File: config.mk
export PLATFORM = sky130hd
export DESIGN_NAME = mlp_infer_sequencer_flat
export DESIGN_NICKNAME = d
export VERILOG_FILES = /design/src/rtl/mlp_pkg.sv /design/src/rtl/mlp_infer_sequencer_if.sv /design/src/rtl/mlp_mac.sv /design/src/rtl/mlp_infer_sequencer.sv /design/src/flat_wrapper.sv
export SDC_FILE = /design/constraint.sdc
export NUM_CORES = 1
export LEC_CHECK = 0
export ABC_CLOCK_PERIOD_IN_PS = 21300
export CAP_MARGIN = 20
export CORE_MARGIN = 2
export CORE_UTILIZATION = 45
export CTS_BUF_LIST = sky130_fd_sc_hd__clkbuf_8
export DETAILED_ROUTE_END_ITERATION = 12
export PLACE_DENSITY = 0.72
export SYNTH_ARGS = -nofsm -noshare
export SYNTH_HDL_FRONTEND = slang
export SYNTH_SLANG_ARGS = --single-unit
File: constraint.sdc
create_clock -name clk -period 21.3 [get_ports clk]
set_input_delay 6.39 -clock clk [delete_from_list [all_inputs] [get_ports clk]]
set_output_delay 6.39 -clock clk [all_outputs]
set_load 0.01 [all_outputs]
File: src/rtl/mlp_pkg.sv
// Shared constants, network weights and FSM state type for the time-multiplexed
// 7-3-10 MLP inference sequencer.
package mlp_pkg;

  localparam int N_IN  = 7;
  localparam int N_HID = 3;
  localparam int N_OUT = 10;
  localparam int ACC_W = 14;
  localparam int H_W   = 9;
  localparam int CLS_W = 4;

  typedef enum logic [1:0] {
    IDLE = 2'd0,
    HID  = 2'd1,
    OUT  = 2'd2,
    DONE = 2'd3
  } state_t;

  // Row = neuron, column = input / hidden index.
  localparam logic signed [6:0] W1 [N_HID][N_IN] = '{
    '{-7'sd3,  -7'sd5,  7'sd0,   7'sd4,  -7'sd1, 7'sd0,   -7'sd2},
    '{ 7'sd28,  7'sd19, -7'sd24, 7'sd15,  7'sd37, -7'sd37, 7'sd29},
    '{ 7'sd23,  7'sd36,  7'sd32, -7'sd9,  7'sd3,  -7'sd28, -7'sd30}
  };

  localparam logic signed [8:0] B1 [N_HID] = '{9'sd0, 9'sd5, 9'sd9};

  localparam logic signed [6:0] W2 [N_OUT][N_HID] = '{
    '{-7'sd6, -7'sd1,   7'sd23},
    '{ 7'sd5, -7'sd38,  7'sd32},
    '{ 7'sd5,  7'sd36, -7'sd30},
    '{ 7'sd3,  7'sd17,  7'sd8},
    '{-7'sd3, -7'sd27,  7'sd20},
    '{-7'sd4,  7'sd23, -7'sd29},
    '{ 7'sd3,  7'sd36, -7'sd48},
    '{-7'sd1, -7'sd17,  7'sd31},
    '{-7'sd6,  7'sd28, -7'sd13},
    '{-7'sd1,  7'sd7,   7'sd4}
  };

  localparam logic signed [9:0] B2 [N_OUT] = '{
    -10'sd180, -10'sd120, -10'sd280, -10'sd350, 10'sd380,
     10'sd360, -10'sd30,  -10'sd340, -10'sd90,  10'sd350
  };

endpackage

File: src/rtl/mlp_infer_sequencer_if.sv
// Feature-in / class-out handshake bundle for the MLP inference sequencer.
interface mlp_infer_sequencer_if;
  import mlp_pkg::*;

  // Both channels are strict valid/ready: a transfer happens on a rising clk
  // edge where valid and ready are both high; valid never depends on ready.
  logic                    in_valid;
  logic                    in_ready;
  logic [N_IN-1:0]         in_data;
  logic                    out_valid;
  logic                    out_ready;
  logic [CLS_W-1:0]        out_class;
  logic signed [ACC_W-1:0] out_score;

  modport slave (
    input  in_valid, in_data, out_ready,
    output in_ready, out_valid, out_class, out_score
  );

  modport master (
    output in_valid, in_data, out_ready,
    input  in_ready, out_valid, out_class, out_score
  );
endinterface

File: src/rtl/mlp_mac.sv
// Shared accumulator: loads a bias, adds one term per cycle, and exposes the
// running sum plus its ReLU'd hidden-activation view.
module mlp_mac
  import mlp_pkg::*;
(
  input  logic                    clk,
  input  logic                    rst,
  input  logic                    ena,
  input  logic                    load,
  input  logic                    add,
  input  logic signed [ACC_W-1:0] load_val,
  input  logic signed [ACC_W-1:0] term,
  output logic signed [ACC_W-1:0] sum,
  output logic [H_W-1:0]          relu
);

  logic signed [ACC_W-1:0] acc;

  assign sum  = acc + term;
  assign relu = sum[ACC_W-1] ? '0 : sum[H_W-1:0];

  always_ff @(posedge clk or posedge rst) begin
    if (rst) begin
      acc <= '0;
    end else if (ena) begin
      if (load)     acc <= load_val;
      else if (add) acc <= sum;
    end
  end

endmodule

File: src/rtl/mlp_infer_sequencer.sv
// Time-multiplexed 7-3-10 MLP classifier: one MAC evaluates every term, an
// argmax tracker picks the winning class (lowest index wins ties).
module mlp_infer_sequencer
  import mlp_pkg::*;
(
  input  logic                  clk,
  input  logic                  rst,
  input  logic                  ena,
  mlp_infer_sequencer_if.slave  bus,
  output logic                  busy,
  output state_t                state_dbg
);

  state_t state, state_next;

  logic [N_IN-1:0]         x_q;
  logic [2:0]              i;
  logic [1:0]              j;
  logic [3:0]              k;
  logic [1:0]              j_inc;
  logic [3:0]              k_inc;
  logic [H_W-1:0]          h [N_HID];
  logic signed [ACC_W-1:0] best;
  logic [CLS_W-1:0]        best_k;
  logic [CLS_W-1:0]        cls_q;
  logic signed [ACC_W-1:0] score_q;

  logic                    last_i, last_j, last_k, upd;
  logic                    mac_load, mac_add;
  logic signed [ACC_W-1:0] load_val, term, hid_term, out_term, mac_sum;
  logic [H_W-1:0]          mac_relu;

  assign last_i = (i == 3'(N_IN - 1));
  assign last_j = (j == 2'(N_HID - 1));
  assign last_k = (k == 4'(N_OUT - 1));
  assign j_inc  = j + 2'd1;
  assign k_inc  = k + 4'd1;

  assign hid_term = x_q[i] ? ACC_W'(W1[j][i]) : '0;
  // Signed weight times unsigned activation; h is zero-extended before the cast.
  assign out_term = ACC_W'(W2[k][j]) * ACC_W'($signed({1'b0, h[j]}));
  assign upd      = (k == '0) || (mac_sum > best);

  mlp_mac u_mac (
    .clk      (clk),
    .rst      (rst),
    .ena      (ena),
    .load     (mac_load),
    .add      (mac_add),
    .load_val (load_val),
    .term     (term),
    .sum      (mac_sum),
    .relu     (mac_relu)
  );

  always_ff @(posedge clk or posedge rst) begin
    if (rst)      state <= IDLE;
    else if (ena) state <= state_next;
  end

  always_comb begin
    state_next = state;
    mac_load   = 1'b0;
    mac_add    = 1'b0;
    load_val   = '0;
    term       = '0;
    case (state)
      IDLE: begin
        if (bus.in_valid) begin
          mac_load   = 1'b1;
          load_val   = ACC_W'(B1[0]);
          state_next = HID;
        end
      end
      HID: begin
        term = hid_term;
        if (last_i) begin
          mac_load = 1'b1;
          if (last_j) begin
            load_val   = ACC_W'(B2[0]);
            state_next = OUT;
          end else begin
            load_val = ACC_W'(B1[j_inc]);
          end
        end else begin
          mac_add = 1'b1;
        end
      end
      OUT: begin
        term = out_term;
        if (last_j) begin
          if (last_k) begin
            state_next = DONE;
          end else begin
            mac_load = 1'b1;
            load_val = ACC_W'(B2[k_inc]);
          end
        end else begin
          mac_add = 1'b1;
        end
      end
      DONE: begin
        if (bus.out_ready) state_next = IDLE;
      end
      default: state_next = IDLE;
    endcase
  end

  always_ff @(posedge clk or posedge rst) begin
    if (rst) begin
      x_q     <= '0;
      i       <= '0;
      j       <= '0;
      k       <= '0;
      best    <= '0;
      best_k  <= '0;
      cls_q   <= '0;
      score_q <= '0;
      for (int n = 0; n < N_HID; n++) h[n] <= '0;
    end else if (ena) begin
      case (state)
        IDLE: begin
          if (bus.in_valid) begin
            x_q <= bus.in_data;
            i   <= '0;
            j   <= '0;
            k   <= '0;
          end
        end
        HID: begin
          if (last_i) begin
            h[j] <= mac_relu;
            i    <= '0;
            j    <= last_j ? 2'd0 : j_inc;
            k    <= '0;
          end else begin
            i <= i + 3'd1;
          end
        end
        OUT: begin
          if (last_j) begin
            j <= '0;
            k <= last_k ? 4'd0 : k_inc;
            if (upd) begin
              best   <= mac_sum;
              best_k <= k;
            end
            // The final class's sum is folded in directly so the result lands with DONE.
            if (last_k) begin
              cls_q   <= upd ? k : best_k;
              score_q <= upd ? mac_sum : best;
            end
          end else begin
            j <= j_inc;
          end
        end
        default: ;
      endcase
    end
  end

  assign bus.in_ready  = ena && (state == IDLE);
  assign bus.out_valid = ena && (state == DONE);
  assign bus.out_class = cls_q;
  assign bus.out_score = score_q;
  assign busy          = (state != IDLE);
  assign state_dbg     = state;

endmodule

File: src/flat_wrapper.sv
// flat-port wrapper written by rule: the top's interface ports become plain ports
module mlp_infer_sequencer_flat import mlp_pkg::*;
  (clk, rst, ena, busy, state_dbg, bus_in_valid, bus_in_data, bus_out_ready, bus_in_ready, bus_out_valid, bus_out_class, bus_out_score);
  mlp_infer_sequencer_if bus_i ();
  input  logic clk;
  input  logic rst;
  input  logic ena;
  output logic busy;
  output state_t state_dbg;
  input wire logic [$bits(bus_i.in_valid)-1:0] bus_in_valid;
  input wire logic [$bits(bus_i.in_data)-1:0] bus_in_data;
  input wire logic [$bits(bus_i.out_ready)-1:0] bus_out_ready;
  output wire logic [$bits(bus_i.in_ready)-1:0] bus_in_ready;
  output wire logic [$bits(bus_i.out_valid)-1:0] bus_out_valid;
  output wire logic [$bits(bus_i.out_class)-1:0] bus_out_class;
  output wire logic [$bits(bus_i.out_score)-1:0] bus_out_score;
  assign bus_i.in_valid = bus_in_valid;
  assign bus_i.in_data = bus_in_data;
  assign bus_i.out_ready = bus_out_ready;
  assign bus_in_ready = bus_i.in_ready;
  assign bus_out_valid = bus_i.out_valid;
  assign bus_out_class = bus_i.out_class;
  assign bus_out_score = bus_i.out_score;
  mlp_infer_sequencer u_core (.clk(clk), .rst(rst), .ena(ena), .bus(bus_i), .busy(busy), .state_dbg(state_dbg));
endmodule
======== Yosys cells after proc, flatten, opt, wreduce, memory -nomap -nowiden ========
Memories as Yosys holds them, arrays and structs flattened.
Cells that the tools add are included.
storage, ports and cells
  flip-flop bits (word level) ............. 95
  latch bits .............................. 0
  bits in writable memories ............... 0
  bits in read-only memories .............. 496
  bits of input ports ..................... 12
  output and inout port bits .............. 23
  logic and storage cells ................. 127
  memories ................................ 2
cells by class
  add/subtract/negate cells ............... 4
  $mul .................................... 1
  divide/modulo/power cells ............... 0
  $lt $le $gt $ge ......................... 8
  equal/unequal tests ..................... 12
  shift-type cells ........................ 0
  muxes and demuxes ....................... 63
  bitwise gates (word level) .............. 5
  reduce and logical (&&, ||, !) cells .... 19
memory list
  name             words  bits a word  rd ports  clocked after Yosys merged registers in  wr ports  RTL line                   RTL
  (no name shown)  16     21           1         0                                        0         mlp_infer_sequencer.sv:41  assign out_term = ACC_W'(W2[k][j]) * ACC_W'($signed({1'b0, h[j]}));
  (no name shown)  16     10           1         0                                        0         mlp_infer_sequencer.sv:96  load_val = ACC_W'(B2[k_inc]);
operator list
  operator                                                   count
  two-way mux 14 bit                                         8
  binary-select mux 49 bit (select 2 bit)                    1
  two-way mux 49 bit                                         2
  case mux 14 bit (2 select lines)                           2
  two-way mux 9 bit                                          6
  two-way mux 21 bit                                         2
  binary-select mux 9 bit (select 2 bit)                     2
  two-way mux 7 bit                                          4
  bitwise mux 27 bit                                         1
  binary-select mux 7 bit (select 3 bit)                     1
  two-way mux 10 bit                                         2
  two-way mux 4 bit                                          5
  demux 9 bit (select 2 bit)                                 1
  two-way mux 2 bit                                          9
  adder 14 bit                                               1
  binary-select mux 7 bit (select 2 bit)                     1
  greater-than comparator 14 bit                             1
  multiplier 7 x 10 -> 14 bit                                1
  case mux 4 bit (3 select lines)                            1
  AND reduction 3 bit                                        4
  greater-or-equal comparator 5 bit (second input constant)  2
  inverter 4 -> 5 bit                                        2
  inequality test 2 x 1 -> 1 bit (second input constant)     4
  case mux 2 bit (4 select lines)                            1
  31 further kinds                                           48

======== Logic depth before layout (Yosys ltp) ========
Gate-level depths: netlist of the first run.
  word-level depth ........................ 13
  depth in mapped cells ................... 46
  mapped depth without buffers ............ 41

======== Cells and area by module ========
A second synthesis of the first run with hierarchy kept.
unflattened totals
  cells, all modules ...................... 950
  area, all modules ....................... 8580.7 um2
by module, submodules not included
  module               times used  cells each  area an instance (um2)  seq. area each (um2)
  mlp_infer_sequencer  1           782         7201.9                  2026.9
  mlp_mac              1           168         1378.8                  350.3

======== Worst setup path before layout of the first run ========
No wires, ideal clock.
  path kind ............................... input to output
  start point ............................. in ena
  end point ............................... out bus_in_ready
  arrival ................................. 6.820 ns
  required time ........................... 14.910 ns
  path slack .............................. 8.090 ns
  stages .................................. 2
  path buffers ............................ 1
  cell sequence ........................... clkbuf_1 -> and2_1
on the way
  word-level cells in the longest chain between the ends .. 1
ends and longest elaborated chain
  item               RTL line                    RTL
  from (decl)        flat_wrapper.sv:7           input logic ena;
  logical AND 1 bit  mlp_infer_sequencer.sv:162  assign bus.in_ready = ena && (state == IDLE);
  to (decl)          flat_wrapper.sv:13          output wire logic [$bits(bus_i.in_ready)-1:0] bus_in_ready;
Every way passes these cells.

======== Worst setup path in the final report of the first run ========
Same ends and word-level chain as after synthesis.

==> run metrics, run 1 <==
row cnt 49; Clock Latency Late Sink 380 ps; # setup viols final 0; Tmin final roughly 14000 ps; kind of critical path in -> out; Antenna Nets Post-Route 0; worst hold-check path type reg -> reg; CTS tree yes; Largest stage delay, worst path roughly 720 ps; total gr overflow 0; Placeable Area 18100 um^2; Resized cells post-CTS 0; worst r2r path cells 39; FFs w/ async S/R, synth 100%; die width approximately 140 um; Clock Pin Slew Worst Setup and Hold Paths about 100 ps; Num CTS Buffers 9; hold buffer count at CTS 0; Root Driver clkbuf_8; global placement routability congestion ~0.9; GRT Util Overall 21.3%; multi-input logic area about 5500 um^2; Cells after Synth between 900 and 1000; 1st-iter DRT viols 550; Syn Nets around 1100; most frequent cell on the critical path clkdlybuf4s50_1; CP required about 15000 ps; RSZ-0062 raised after global routing false; Die H 141 um; Yosys warnings 0; setup TNS 0 ps; top fanout value on the critical path 13; drt wl/cell roughly 17 um; met1 wire length between 9 and 10 mm; clk sinks 95; first-pass GRT wire length ~34 mm; synth unique cells 68; CP max-delay cell clkdlybuf4s50_1; I/O Pins 35; share of layout cells above drive strength 1 approximately 6.6%; metal2 WL about 9.7 mm; status finished clean; DRC violations left 0; main flop type after synthesis dfrtp_1; most frequent cells in the layout nor2_1 (116), dfrtp_1 (95), inv_1 (79); CP startpoint kind primary input; Pre-antenna DRT Iters 5; # Max-Cap Violations 0; Post-synth EDFFs 0; vias in the first global route between 6000 and 7000; FF+latch area roughly 2400 um^2; Yosys reg bits 95; Setup Skew between 10 and 15 ps; Seq/Total Area, Yosys roughly 28%; H-Tree Depth 3; cell count of the worst hold path 2; WL met3 1.14 mm; full die area about 20000 um^2; vias after detailed routing around 7000; Post CTS Setup Buffer Count 0; number of antenna violations at the first check in global routing 0; area grow syn2layout 8.56%; crit path DAT 7850 ps; DP HPWL 15.4 mm; max layer used met4; Clock Path Buffers 2; Post-Syn Area per Cell between 8 and 9 um^2; CP Capture Type output pin; most common cell after layout, fill and taps aside nor2_1; Achievable Freq 0.0702 GHz; Final period util ~67%; ant diodes 0; critical-path cell list clkdlybuf4s50_1, and2_1, clkdlybuf4s50_1; Final Hold Viols 0; Post-Route WL approximately 21 mm; Max Slew Vio Count 0; post-DR vias/cell ~5.7; input/output buffers 34; Starting Density between 40% and 50%; Layout Nets about 1100; Tightest Pin Transition 1030 ps; Fillers approximately 1700; Worst slew margin 31.2%; largest net degree at the start of global routing 56; cell area after synthesis roughly 8400 um^2
[state kept, by name, indices dropped and copies added (netlist names)]
register and flops:
u_core.i 3, u_core.best 14, u_core.state_dbg 2, u_core.j 2, u_core.u_mac.acc 14, u_core.best_k 4, u_core.k 4, u_core.bus.out_class 4
u_core.h 27, u_core.x_q 7, u_core.bus.out_score 14
[cell families (layout without fill, tap and decap cells)]
family / count (synthesis) / count (layout) / share of synthesized area [%]
xor gates and xnor gates: 28 / 28 / 2.92
DFF: 95 / 95 / 28.3
muxes: 34 / 34 / 4.62
adders and majority gates: 114 / 114 / 20.2
buffers and inverters: 125 / 146 / 6.19
AOI/OAI and AO/OA: 263 / 263 / 20.4
and+or+nand+nor: 311 / 311 / 17.3
[stage by stage]
stage	hold slack (ps)	setup WS, ps	instance area (um^2)	util, %	cells
global placement	453	7080	8900	49.1	1203
floorplan	449	8090	8390	-	970
global route	511	6970	9110	50.2	1220
CTS	486	7060	9080	50.0	1219
finish	487	7060	9110	50.2	1220
detailed placement	463	7060	8900	49.1	1203
[routing by layer]
layer | up-vias | GRT usage (%)
met4 | 0 | 7.32
met3 | 30 | 2.29
met2 | 229 | 34.0
met1 | 3318 | 30.3
li1 | 3374 | -
met5 | - | 0
[critical path: cells and delay by family]
family | cells | cell delay, ps
buffers and inverters | 2 | 1250
and+or+nand+nor | 1 | 210
[cell type report]
class | instances | area share [%]
Clock buffer | 10 | 1.51
Clock inverter | 6 | 0.412
Inverter | 82 | 3.41
Multi-Input combinational cell | 750 | 60.3
Sequential cell | 95 | 26.1
Tap cell | 229 | 3.15
Timing Repair Buffer | 48 | 5.11
[final timing paths]
path / from / end / slack (ps)
setup / recovery: ena / bus_in_ready / 7060
hold / removal: u_core.bus.out_class[0] / u_core.bus.out_class[0] / 490
setup reg to reg: u_core.k[0] / u_core.best[5] / 10000
hold reg to reg: u_core.bus.out_class[0] / u_core.bus.out_class[0] / 490
max in group asynchronous: rst / u_core.k[0] / 13740
min in group asynchronous: rst / u_core.bus.out_score[4] / 6390
[cell usage after synthesis (all sizes together), types with 3 or more instances]
master | number | area (um^2)
a211o | 5 | 43.8
a211oi | 11 | 82.6
a21boi | 3 | 22.5
a21o | 20 | 150
a21oi | 71 | 359
a221oi | 4 | 35.0
a22o | 3 | 26.3
a311oi | 3 | 26.3
a31o | 26 | 228
a31oi | 9 | 56.3
and2 | 30 | 188
and3 | 5 | 31.3
buf | 16 | 110
clkbuf | 27 | 101
dfrtp | 95 | 2380
fa | 36 | 721
ha | 78 | 976
inv | 82 | 308
mux2 | 18 | 203
mux2i | 14 | 140
nand2 | 78 | 300
nand2b | 14 | 87.6
nand3 | 16 | 80.1
nand4 | 5 | 31.3
nor2 | 117 | 442
nor2b | 19 | 119
nor3 | 5 | 25.0
o211ai | 4 | 35.0
o21a | 11 | 82.6
o21ai | 65 | 329
o21bai | 4 | 30.0
o31ai | 5 | 37.5
o32a | 3 | 30.0
or2 | 12 | 75.1
or3 | 3 | 18.8
xnor2 | 18 | 158
xor2 | 10 | 87.6
Power of run 1 is not shown: default switching activity piles up to over one toggle a cycle in this logic, so the estimate is an artifact.
==> inputs of run 2 (changes only) <==
Settings changed: ABC_CLOCK_PERIOD_IN_PS 21300 to 12200, PLACE_DENSITY 0.72 to 0.74.
Clock period 21.3 ns to 12.2 ns, I/O delays scaled along.
==> run 2 against run 1 <==
Sequential share of layout area is essentially flat. Wire length grew 3.5%. Final cell count shrank 0.25%. Flip-flop and latch count is the same. Critical path depth grew 35. Count of clock-buffer cells in the layout shrank 1. Global-route usage grew 0.80 points. Clock skew grew 2.0 ps. Utilization shrank 0.083 points. Register-to-register slack lost 8400 ps. Highest routed layer unchanged. Via count grew 1.3%.
==> run metrics, run 2 (synthesis results as in run 1) <==
share of layout cells above drive strength 1 6.48% (-0.081 points); GRT Util Overall 22.1% (+0.80 points); Largest stage delay, worst path 760 ps (+40 ps); Tmin final between 10000 and 15000 ps; most frequent cells in the layout nor2_1 (116), dfrtp_1 (95), ha_1 (78); setup TNS 0 ps (unchanged); Reg with most FFs u_core.h; input/output buffers 34 (unchanged); DRC violations left 0 (unchanged); Post-Route WL 21.4 mm (+3.5%); total gr overflow 0 (unchanged); die width 141 um (unchanged); status finished clean; ant diodes 0 (unchanged); CP startpoint kind flip-flop; CTS tree yes; hold buffer count at CTS 0 (unchanged); Worst slew margin 29.5% (-1.7 points); Pre-antenna DRT Iters 5 (unchanged); RSZ-0062 raised after global routing false; crit path DAT 10890 ps (+3040 ps); most frequent cell on the critical path inv_1; vias after detailed routing 7043 (+1.3%); H-Tree Depth 3 (unchanged); Clock Pin Slew Worst Setup and Hold Paths 110 ps (about the same); Tightest Pin Transition 1060 ps (+25.8 ps); Post CTS Setup Buffer Count 0 (unchanged); most common cell after layout, fill and taps aside nor2_1; first-pass GRT wire length 35.3 mm (+4.0%); FF+latch area 2380 um^2 (unchanged); row cnt 49 (unchanged); post-DR vias/cell 5.79 (+1.6%); CP Capture Type flip-flop; worst hold-check path type reg -> reg; Die H 141 um (unchanged); Max Slew Vio Count 0 (unchanged); top fanout value on the critical path 26 (+13); vias in the first global route 6923 (+3.9%); Starting Density 46.2% (unchanged); # Max-Cap Violations 0 (unchanged); drt wl/cell 17.6 um (+3.8%); Final Hold Viols 0 (unchanged); DP HPWL 16.0 mm (+4.1%); Clock Latency Late Sink 390 ps (about the same); area grow syn2layout 8.38%; Placeable Area 18100 um^2 (unchanged); Antenna Nets Post-Route 0 (unchanged); kind of critical path reg -> reg; Final period util between 80% and 90%; # setup viols final 0 (unchanged); global placement routability congestion 0.944 (+1.8%); largest net degree at the start of global routing 68 (+21%); Fillers 1737 (+0.12%); Clock Path Buffers 2 (unchanged); CP required 12460 ps (-2450 ps); Root Driver clkbuf_8; CP max-delay cell dfrtp_1; number of antenna violations at the first check in global routing 0 (unchanged); Num CTS Buffers 9 (unchanged); 1st-iter DRT viols 538 (-2.2%); Layout Nets 1109 (-0.27%); multi-input logic area 5490 um^2 (unchanged); full die area 19800 um^2 (unchanged); max reg flops 27 (unchanged); I/O Pins 35 (unchanged); Achievable Freq about 0.094 GHz; clk sinks 95 (unchanged); Setup Skew 15.0 ps (+1.99 ps); cell count of the worst hold path 2 (unchanged); worst r2r path cells 38 (-2.6%); Resized cells post-CTS 0 (unchanged)
==> run 2: cell count changes in the layout (fill, tap and decap cells not counted), sizes merged <==
| cell | previous run | this run |
|---|---|---|
| buf | 14 | 11 |
| bufinv | 0 | 1 |
| clkbuf | 10 | 9 |
| clkinv | 2 | 1 |
| clkinvlp | 1 | 2 |
==> run 2: routing by layer <==
metal,up-vias,part of all wire (%),GRT usage (%)
li1,3374,-,-
met1,3396,45,30.3
met2,240,48,37.3
met3,33,5.3,2.12
met4,0,2.0,6.58
met5,-,0,0
==> run 2: worst paths after layout <==
kind                                          from                      end  slack, ps
hold / removal             u_core.bus.out_class[3]  u_core.bus.out_class[3]        490
hold reg to reg            u_core.bus.out_class[3]  u_core.bus.out_class[3]        490
setup reg to reg                       u_core.k[0]           u_core.best[7]       1570
min in group asynchronous                      rst  u_core.bus.out_score[6]       3600
max in group asynchronous                      rst             u_core.h[20]       7410
setup / recovery                       u_core.k[0]           u_core.best[7]       1570
==> run 2: worst max-delay path: cells and delay by family (launching register included) <==
| kind | cells | cell delay, ps |
|---|---|---|
| adders and majority gates | 8 | 3370 |
| buffers and inverters | 6 | 550 |
| DFF | 1 | 760 |
| xor gates and xnor gates | 2 | 360 |
| AOI/OAI and AO/OA | 14 | 2790 |
| and+or+nand+nor | 7 | 2100 |
| muxes | 1 | 520 |
==> run 2: final cells by class <==
class / instances / share of cell area, %
timing repair buffer: 45 / 4.65
inverter: 82 / 3.41
clock inverter: 7 / 0.867
sequential: 95 / 26.1
multi-input combinational: 750 / 60.4
tap: 229 / 3.15
clock buffer: 9 / 1.36
==> run 2: through the flow <==
step | area, um^2 | cells | util (%) | worst slack (ps) | hold slack (ps)
global route | 9090 | 1217 | 50.1 | 811 | 503
detailed placement | 8890 | 1201 | 49.0 | 1730 | 467
global placement | 8890 | 1201 | 49.0 | 2150 | 463
floorplan | 8390 | 970 | - | 2880 | 449
finish | 9090 | 1217 | 50.1 | 1570 | 486
CTS | 9090 | 1217 | 50.1 | 1690 | 490
Power of run 2 is left out for the same reason.
